<file path="config.mk">
export PLATFORM = sky130hd
export DESIGN_NAME = swervolf_sw_debounce_flat
export DESIGN_NICKNAME = d
export VERILOG_FILES = /design/src/rtl/swervolf_sw_debounce_if.sv /design/src/rtl/swervolf_sw_debounce.sv /design/src/flat_wrapper.sv
export SDC_FILE = /design/constraint.sdc
export NUM_CORES = 1
export LEC_CHECK = 0
export BUFFER_PORTS_ARGS = -buffer_cell sky130_fd_sc_hd__buf_2
export CAP_MARGIN = 20
export CORE_AREA = 4 4 117 147
export CTS_BUF_LIST = sky130_fd_sc_hd__clkbuf_16
export CTS_CLUSTER_DIAMETER = 60
export DETAILED_ROUTE_END_ITERATION = 6
export DIE_AREA = 0 0 121 151
export MAX_ROUTING_LAYER = met4
export PLACE_DENSITY = 0.59
export SLEW_MARGIN = 20
export SYNTH_ARGS = -nofsm -noshare
export SYNTH_HDL_FRONTEND = slang
export SYNTH_SLANG_ARGS = --single-unit
export TNS_END_PERCENT = 10
</file>
<file path="constraint.sdc">
create_clock -name clk -period 7.6 [get_ports clk]
set_input_delay 1.52 -clock clk [delete_from_list [all_inputs] [get_ports clk]]
set_output_delay 1.52 -clock clk [all_outputs]
set_load 0.02 [all_outputs]
</file>
<file path="src/rtl/swervolf_sw_debounce_if.sv">
// Switch conditioning bundle: raw switch levels and event clears in, debounced levels and events out.
interface swervolf_sw_debounce_if #(
    parameter int WIDTH = 16
);
    logic [WIDTH-1:0] i_sw;
    logic [WIDTH-1:0] i_clr;
    logic [WIDTH-1:0] o_sw;
    logic [WIDTH-1:0] o_changed;
    logic [WIDTH-1:0] o_event;
    logic             o_irq;

    modport master (
        output i_sw,
        output i_clr,
        input  o_sw,
        input  o_changed,
        input  o_event,
        input  o_irq
    );

    modport slave (
        input  i_sw,
        input  i_clr,
        output o_sw,
        output o_changed,
        output o_event,
        output o_irq
    );
endinterface

</file>
<file path="src/rtl/swervolf_sw_debounce.sv">
// Synchronises and debounces board slide switches, with sticky per-bit change events and a summary irq.
// Acceptance latency SYNC_STAGES+(STABLE_TICKS-1)*TICK_DIV+1 .. SYNC_STAGES+STABLE_TICKS*TICK_DIV cycles; no backpressure.
module swervolf_sw_debounce #(
    parameter int               WIDTH        = 16,
    parameter int               SYNC_STAGES  = 2,
    parameter int               TICK_DIV     = 50000,
    parameter int               STABLE_TICKS = 10,
    parameter logic [WIDTH-1:0] RESET_VAL    = '0
) (
    input  logic                  clk,
    input  logic                  rst,
    swervolf_sw_debounce_if.slave sw
);

    localparam int PW = (TICK_DIV > 1) ? $clog2(TICK_DIV) : 1;
    localparam int CW = (STABLE_TICKS > 1) ? $clog2(STABLE_TICKS + 1) : 1;

    localparam logic [PW-1:0] P_LAST = PW'(TICK_DIV - 1);
    localparam logic [CW-1:0] C_LAST = CW'(STABLE_TICKS - 1);

    logic [WIDTH-1:0] sync_q [SYNC_STAGES];
    logic [WIDTH-1:0] s;
    logic [PW-1:0]    p;
    logic             tick;
    logic [CW-1:0]    cnt [WIDTH];
    logic [WIDTH-1:0] accept;
    logic [WIDTH-1:0] sw_q;
    logic [WIDTH-1:0] changed_q;
    logic [WIDTH-1:0] event_q;

    // Plain flop chain: nothing may sit between stages or metastability resolution suffers.
    always_ff @(posedge clk or posedge rst) begin
        if (rst) begin
            for (int k = 0; k < SYNC_STAGES; k++) begin
                sync_q[k] <= '0;
            end
        end else begin
            sync_q[0] <= sw.i_sw;
            for (int k = 1; k < SYNC_STAGES; k++) begin
                sync_q[k] <= sync_q[k-1];
            end
        end
    end

    assign s = sync_q[SYNC_STAGES-1];

    always_ff @(posedge clk or posedge rst) begin
        if (rst) begin
            p <= '0;
        end else if (tick) begin
            p <= '0;
        end else begin
            p <= p + PW'(1);
        end
    end

    assign tick = (p == P_LAST);

    always_comb begin
        accept = '0;
        for (int i = 0; i < WIDTH; i++) begin
            accept[i] = (s[i] != sw_q[i]) && tick && (cnt[i] == C_LAST);
        end
    end

    // Any cycle where the synced level matches the output restarts qualification.
    always_ff @(posedge clk or posedge rst) begin
        if (rst) begin
            for (int i = 0; i < WIDTH; i++) begin
                cnt[i] <= '0;
            end
        end else begin
            for (int i = 0; i < WIDTH; i++) begin
                if (s[i] == sw_q[i]) begin
                    cnt[i] <= '0;
                end else if (tick) begin
                    cnt[i] <= accept[i] ? '0 : cnt[i] + CW'(1);
                end
            end
        end
    end

    // accept implies s differs from sw_q, so toggling takes the new level.
    always_ff @(posedge clk or posedge rst) begin
        if (rst) begin
            sw_q      <= RESET_VAL;
            changed_q <= '0;
            event_q   <= '0;
        end else begin
            sw_q      <= sw_q ^ accept;
            changed_q <= accept;
            event_q   <= (event_q & ~sw.i_clr) | accept;
        end
    end

    assign sw.o_sw      = sw_q;
    assign sw.o_changed = changed_q;
    assign sw.o_event   = event_q;
    assign sw.o_irq     = |event_q;

endmodule

</file>
<file path="src/flat_wrapper.sv">
// flat-port wrapper written by rule: the top's interface ports become plain ports
module swervolf_sw_debounce_flat 
#(
    parameter int               WIDTH        = 16,
    parameter int               SYNC_STAGES  = 2,
    parameter int               TICK_DIV     = 50000,
    parameter int               STABLE_TICKS = 10,
    parameter logic [WIDTH-1:0] RESET_VAL    = '0
)
  (clk, rst, sw_i_sw, sw_i_clr, sw_o_sw, sw_o_changed, sw_o_event, sw_o_irq);
  swervolf_sw_debounce_if #(.WIDTH(WIDTH)) sw_i ();
  input  logic clk;
  input  logic rst;
  input wire logic [$bits(sw_i.i_sw)-1:0] sw_i_sw;
  input wire logic [$bits(sw_i.i_clr)-1:0] sw_i_clr;
  output wire logic [$bits(sw_i.o_sw)-1:0] sw_o_sw;
  output wire logic [$bits(sw_i.o_changed)-1:0] sw_o_changed;
  output wire logic [$bits(sw_i.o_event)-1:0] sw_o_event;
  output wire logic [$bits(sw_i.o_irq)-1:0] sw_o_irq;
  assign sw_i.i_sw = sw_i_sw;
  assign sw_i.i_clr = sw_i_clr;
  assign sw_o_sw = sw_i.o_sw;
  assign sw_o_changed = sw_i.o_changed;
  assign sw_o_event = sw_i.o_event;
  assign sw_o_irq = sw_i.o_irq;
  swervolf_sw_debounce #(.WIDTH(WIDTH), .SYNC_STAGES(SYNC_STAGES), .TICK_DIV(TICK_DIV), .STABLE_TICKS(STABLE_TICKS), .RESET_VAL(RESET_VAL)) u_core (.clk(clk), .rst(rst), .sw(sw_i));
endmodule
</file>
==> impl_metrics.prom <==
# TYPE chip_impl_metric gauge
chip_impl_metric{name="post_synth.cell_area_avg",unit="um2"} 10.9
chip_impl_metric{name="final_max_slew_viol_count",unit=""} 0
chip_impl_metric{name="buffer_levels_on_the_longest_clock_path",unit=""} 2
chip_impl_metric{name="netSwitchingPower",unit="mW"} 0.369
chip_impl_metric{name="maximum_fanout_along_the_worst_path",unit=""} 3
chip_impl_metric{name="synth.yosys.warnings",unit=""} 0
chip_impl_metric{name="holdWs",unit="ps"} 348
chip_impl_metric{name="die_w",unit="um"} 121
chip_impl_metric{name="slew-limit-headroom",unit="%"} 36.3
chip_impl_metric{name="die_h",unit="um"} 151
chip_impl_metric{name="final_layout_size_suffix_gt1_share",unit="%"} 19.9
chip_impl_metric{name="ctsHoldBuffers",unit=""} 0
chip_impl_metric{name="detail_route.drc_violations",unit=""} 0
chip_impl_metric{name="final_net_count",unit=""} 797
chip_impl_metric{name="dp_worst_setup_slack",unit="ps"} 4390
chip_impl_metric{name="area_occupied_by_multi_input_gates",unit="um2"} 2740
chip_impl_info{name="worstSetupPathType",value="reg2out"} 1
chip_impl_info{name="layout.cells.most_common_list",value="160 x sky130_fd_sc_hd__dfrtp_1, 82 x sky130_fd_sc_hd__buf_2, 69 x sky130_fd_sc_hd__nand2_1"} 1
chip_impl_metric{name="grt_overflow",unit=""} 0
chip_impl_metric{name="clock_skew",unit="ps"} 13.7
chip_impl_info{name="ctsRootBufferMaster",value="sky130_fd_sc_hd__clkbuf_16"} 1
chip_impl_metric{name="peakVddDrop",unit="uV"} 155
chip_impl_metric{name="grt_antenna_before_repair",unit=""} 0
chip_impl_metric{name="timing.max_cap.violations",unit=""} 0
chip_impl_metric{name="ys_ff_latch",unit=""} 160
chip_impl_info{name="crit_path_end_kind",value="output pin"} 1
chip_impl_metric{name="placementRows",unit=""} 52
chip_impl_metric{name="final-setup-viol-count",unit=""} 0
chip_impl_metric{name="p_leak",unit="nW"} 3.71
chip_impl_metric{name="cts.reportedPaths.clkPinSlew",unit="ps"} 60
chip_impl_info{name="grt_setup_unrepaired",value="no"} 1
chip_impl_metric{name="synthDistinctLibCells",unit=""} 34
chip_impl_metric{name="synth.net_count",unit=""} 708
chip_impl_metric{name="ioPinCount",unit=""} 83
chip_impl_metric{name="antenna_cells",unit=""} 0
chip_impl_metric{name="layout_overhead_on_the_synthesized_area",unit="%"} 17.3
chip_impl_metric{name="timing.final.hold_violations",unit=""} 0
chip_impl_metric{name="die_area",unit="um2"} 18300
chip_impl_info{name="result_of_the_run",value="finished, final reports clean"} 1
chip_impl_metric{name="synth_cells",unit=""} 641
chip_impl_metric{name="detailroute.via_count",unit=""} 5117
chip_impl_metric{name="tns",unit="ps"} 0
chip_impl_metric{name="layout.area.seq",unit="um2"} 4000
chip_impl_metric{name="worstPathRequired",unit="ps"} 6080
chip_impl_metric{name="cts.sink_count",unit=""} 160
chip_impl_info{name="timing.critical_path.from_type",value="register"} 1
chip_impl_metric{name="fp.coreArea",unit="um2"} 15900
chip_impl_metric{name="synthesis.area",unit="um2"} 7000
chip_impl_info{name="cp_top_family",value="simple AND/OR/NAND/NOR gates"} 1
chip_impl_metric{name="cpPeakStageDelay",unit="ps"} 580
chip_impl_metric{name="worst_slack",unit="ps"} 4240
chip_impl_metric{name="synth_sequential_area_ratio",unit="%"} 57.2
chip_impl_info{name="hold_path.class",value="reg2reg"} 1
chip_impl_info{name="critical_path.cell_chain",value="nor4_1, nand4_1, buf_2"} 1
chip_impl_metric{name="insertion_delay",unit="ps"} 430
chip_impl_metric{name="wirelength",unit="um"} 14600
chip_impl_metric{name="peak_clock_frequency_supported_by_timing",unit="MHz"} 298
chip_impl_metric{name="power",unit="mW"} 1.69
chip_impl_info{name="critical_path_slowest_stage_cell",value="sky130_fd_sc_hd__nor4_1"} 1
chip_impl_metric{name="p_clk_share",unit="%"} 46.6
chip_impl_metric{name="effective_utilization_at_floorplan",unit="%"} 43.9
chip_impl_metric{name="comb_power_share",unit="%"} 2.1
chip_impl_metric{name="worst_ep_arrival_time",unit="ps"} 1840
chip_impl_metric{name="tritoncts.num_buffers",unit=""} 17
chip_impl_metric{name="layout.filler_cells",unit=""} 1443
chip_impl_metric{name="netSwitchingFraction",unit="%"} 21.9
chip_impl_metric{name="final.period_utilization",unit="%"} 44.2
chip_impl_metric{name="cts_post_setup_buffers_inserted",unit=""} 0
chip_impl_metric{name="seq_power_share",unit="%"} 51.3
chip_impl_metric{name="cp.buffers_inverters",unit=""} 1
chip_impl_metric{name="globalplace.congestion",unit=""} 0.794
chip_impl_metric{name="global_route.usage.total",unit="%"} 17.7
chip_impl_metric{name="layout_min_cycle_time",unit="ps"} 3360
chip_impl_metric{name="global_route_wire_length_before_repair",unit="um"} 25100
chip_impl_metric{name="worst_slew_pin_slew",unit="ps"} 947
chip_impl_metric{name="port_buffers",unit=""} 82
chip_impl_metric{name="drt_first_iter_violations",unit=""} 331
chip_impl_metric{name="dp.final_hpwl",unit="um"} 9970
chip_impl_metric{name="detail_route.wl_per_cell",unit="um"} 15.2
chip_impl_metric{name="largest_net_degree_at_the_start_of_global_routing",unit=""} 88
chip_impl_info{name="layout.cells.most_common",value="sky130_fd_sc_hd__dfrtp_1"} 1
chip_impl_metric{name="cells_resized_by_post_cts_repair",unit=""} 0
chip_impl_metric{name="via_count_of_the_first_global_routing_pass",unit=""} 5252
chip_impl_metric{name="detail_route.vias_per_cell",unit=""} 5.34
chip_impl_metric{name="final_antenna_net_count",unit=""} 0
chip_impl_metric{name="pwr_density_cell",unit="nW/um2"} 205
chip_impl_metric{name="cellInternalPower",unit="mW"} 1.32
chip_impl_metric{name="drtPass1Iterations",unit=""} 4
chip_impl_metric{name="htree_num_levels",unit=""} 4
chip_impl_info{name="tritoncts",value="done"} 1
-- power by group through the flow --
stage	logic (mW)	registers (mW)	clock network, mW
detailed placement	0.0377	0.880	0
finish	0.0359	0.865	0.785
floorplan	0.0207	0.879	0
global route	0.0423	0.865	0.844
global placement	0.0372	0.880	0
CTS	0.0378	0.865	0.805
-- state kept, by name (all words and copies together) (netlist names) --
name and count:
u_core.sw.o_sw 16, u_core.p 16, u_core.sync_q 16, u_core.s 16, u_core.sw.o_event 16, u_core.cnt 64, u_core.sw.o_changed 16
-- kinds of logic (layout without fill, tap and decap cells) --
logic type      count (synthesis)  count (layout)  share of synthesized area, %
compound gates                126             126                          11.1
fa+ha+maj                      33              33                          5.90
flops                         160             160                          57.2
buf+inv                        69             171                          3.88
mux                            16              16                          2.58
xor+xnor                       29              29                          3.63
simple gates                  208             208                          15.7
-- metal layers --
layer	part of all wire, %	wire length, um	global-route usage (%)
met2	52	7640	30.8
met1	43	6200	20.3
met5	0	0	-
met4	1.5	225	5.44
met3	3.4	501	4.37
-- Yosys cell counts, drive strengths merged --
| cell type | count | area (um2) |
|---|---|---|
| dfrtp | 160 | 4000 |
| nand2 | 69 | 259 |
| a21oi | 52 | 260 |
| inv | 52 | 195 |
| or3 | 34 | 213 |
| ha | 33 | 413 |
| nor2 | 31 | 116 |
| xnor2 | 23 | 201 |
| nor4 | 22 | 144 |
| o21ai | 21 | 105 |
| mux2 | 16 | 180 |
| o22ai | 15 | 93.8 |
| nand3 | 12 | 60.1 |
| clkbuf | 11 | 41.3 |
| a311oi | 9 | 78.8 |
| a31o | 9 | 78.8 |
| a41oi | 9 | 78.8 |
| nand4b | 9 | 78.8 |
| nand4 | 8 | 50.1 |
| buf | 6 | 35.0 |
| or4 | 6 | 45.0 |
| or4b | 6 | 67.6 |
| xor2 | 6 | 52.6 |
| nor3 | 5 | 25.0 |
| a21o | 4 | 30.0 |
| a31oi | 4 | 25.0 |
| nand3b | 4 | 30.0 |
| a21boi | 3 | 22.5 |
| and2 | 1 | 6.26 |
| or2 | 1 | 6.26 |
-- area by class of cell --
class                           count  share of cell area (%)
Inverter                           52                    2.44
Sequential cell                   160                    48.8
Timing Repair Buffer               87                    5.46
Tap cell                          216                    3.29
Clock inverter                     15                    1.46
Clock buffer                       17                    5.18
Multi-Input combinational cell    412                    33.4
-- path summary, 6_finish.rpt --
check                                                start                    endpoint  slack, ps  depth (start not counted)
setup / recovery           u_core.sw.o_event[14]$_DFF_PP0_                    sw_o_irq       4240                          3
max in group asynchronous                              rst       u_core.s[4]$_DFF_PP0_       4940                          3
min in group asynchronous                              rst      u_core.s[13]$_DFF_PP0_       1250                          2
hold / removal                 u_core.sync_q[28]$_DFF_PP0_      u_core.s[12]$_DFF_PP0_        350                          0
setup reg to reg                     u_core.p[0]$_DFF_PP0_  u_core.cnt[45]$_DFFE_PP0P_       4580                          6
hold reg to reg                u_core.sync_q[28]$_DFF_PP0_      u_core.s[12]$_DFF_PP0_        350                          0
-- through the flow --
stage	cell area, um2	cells	utilization (%)
finish	8210	959	51.5
global route	8210	959	51.5
CTS	8210	959	51.5
detailed placement	7660	927	48.1
global placement	7660	927	48.1
floorplan	7000	641	-
-- worst reg2reg max path: cells and delay by family (launching register included) --
kind | cells | cell delay, ps
buffers and inverters | 1 | 410
AOI/OAI and AO/OA | 1 | 160
DFF | 1 | 390
and+or+nand+nor | 3 | 1780
adders and majority gates | 1 | 210
No activity file was read; power rests on OpenSTA's default activity.
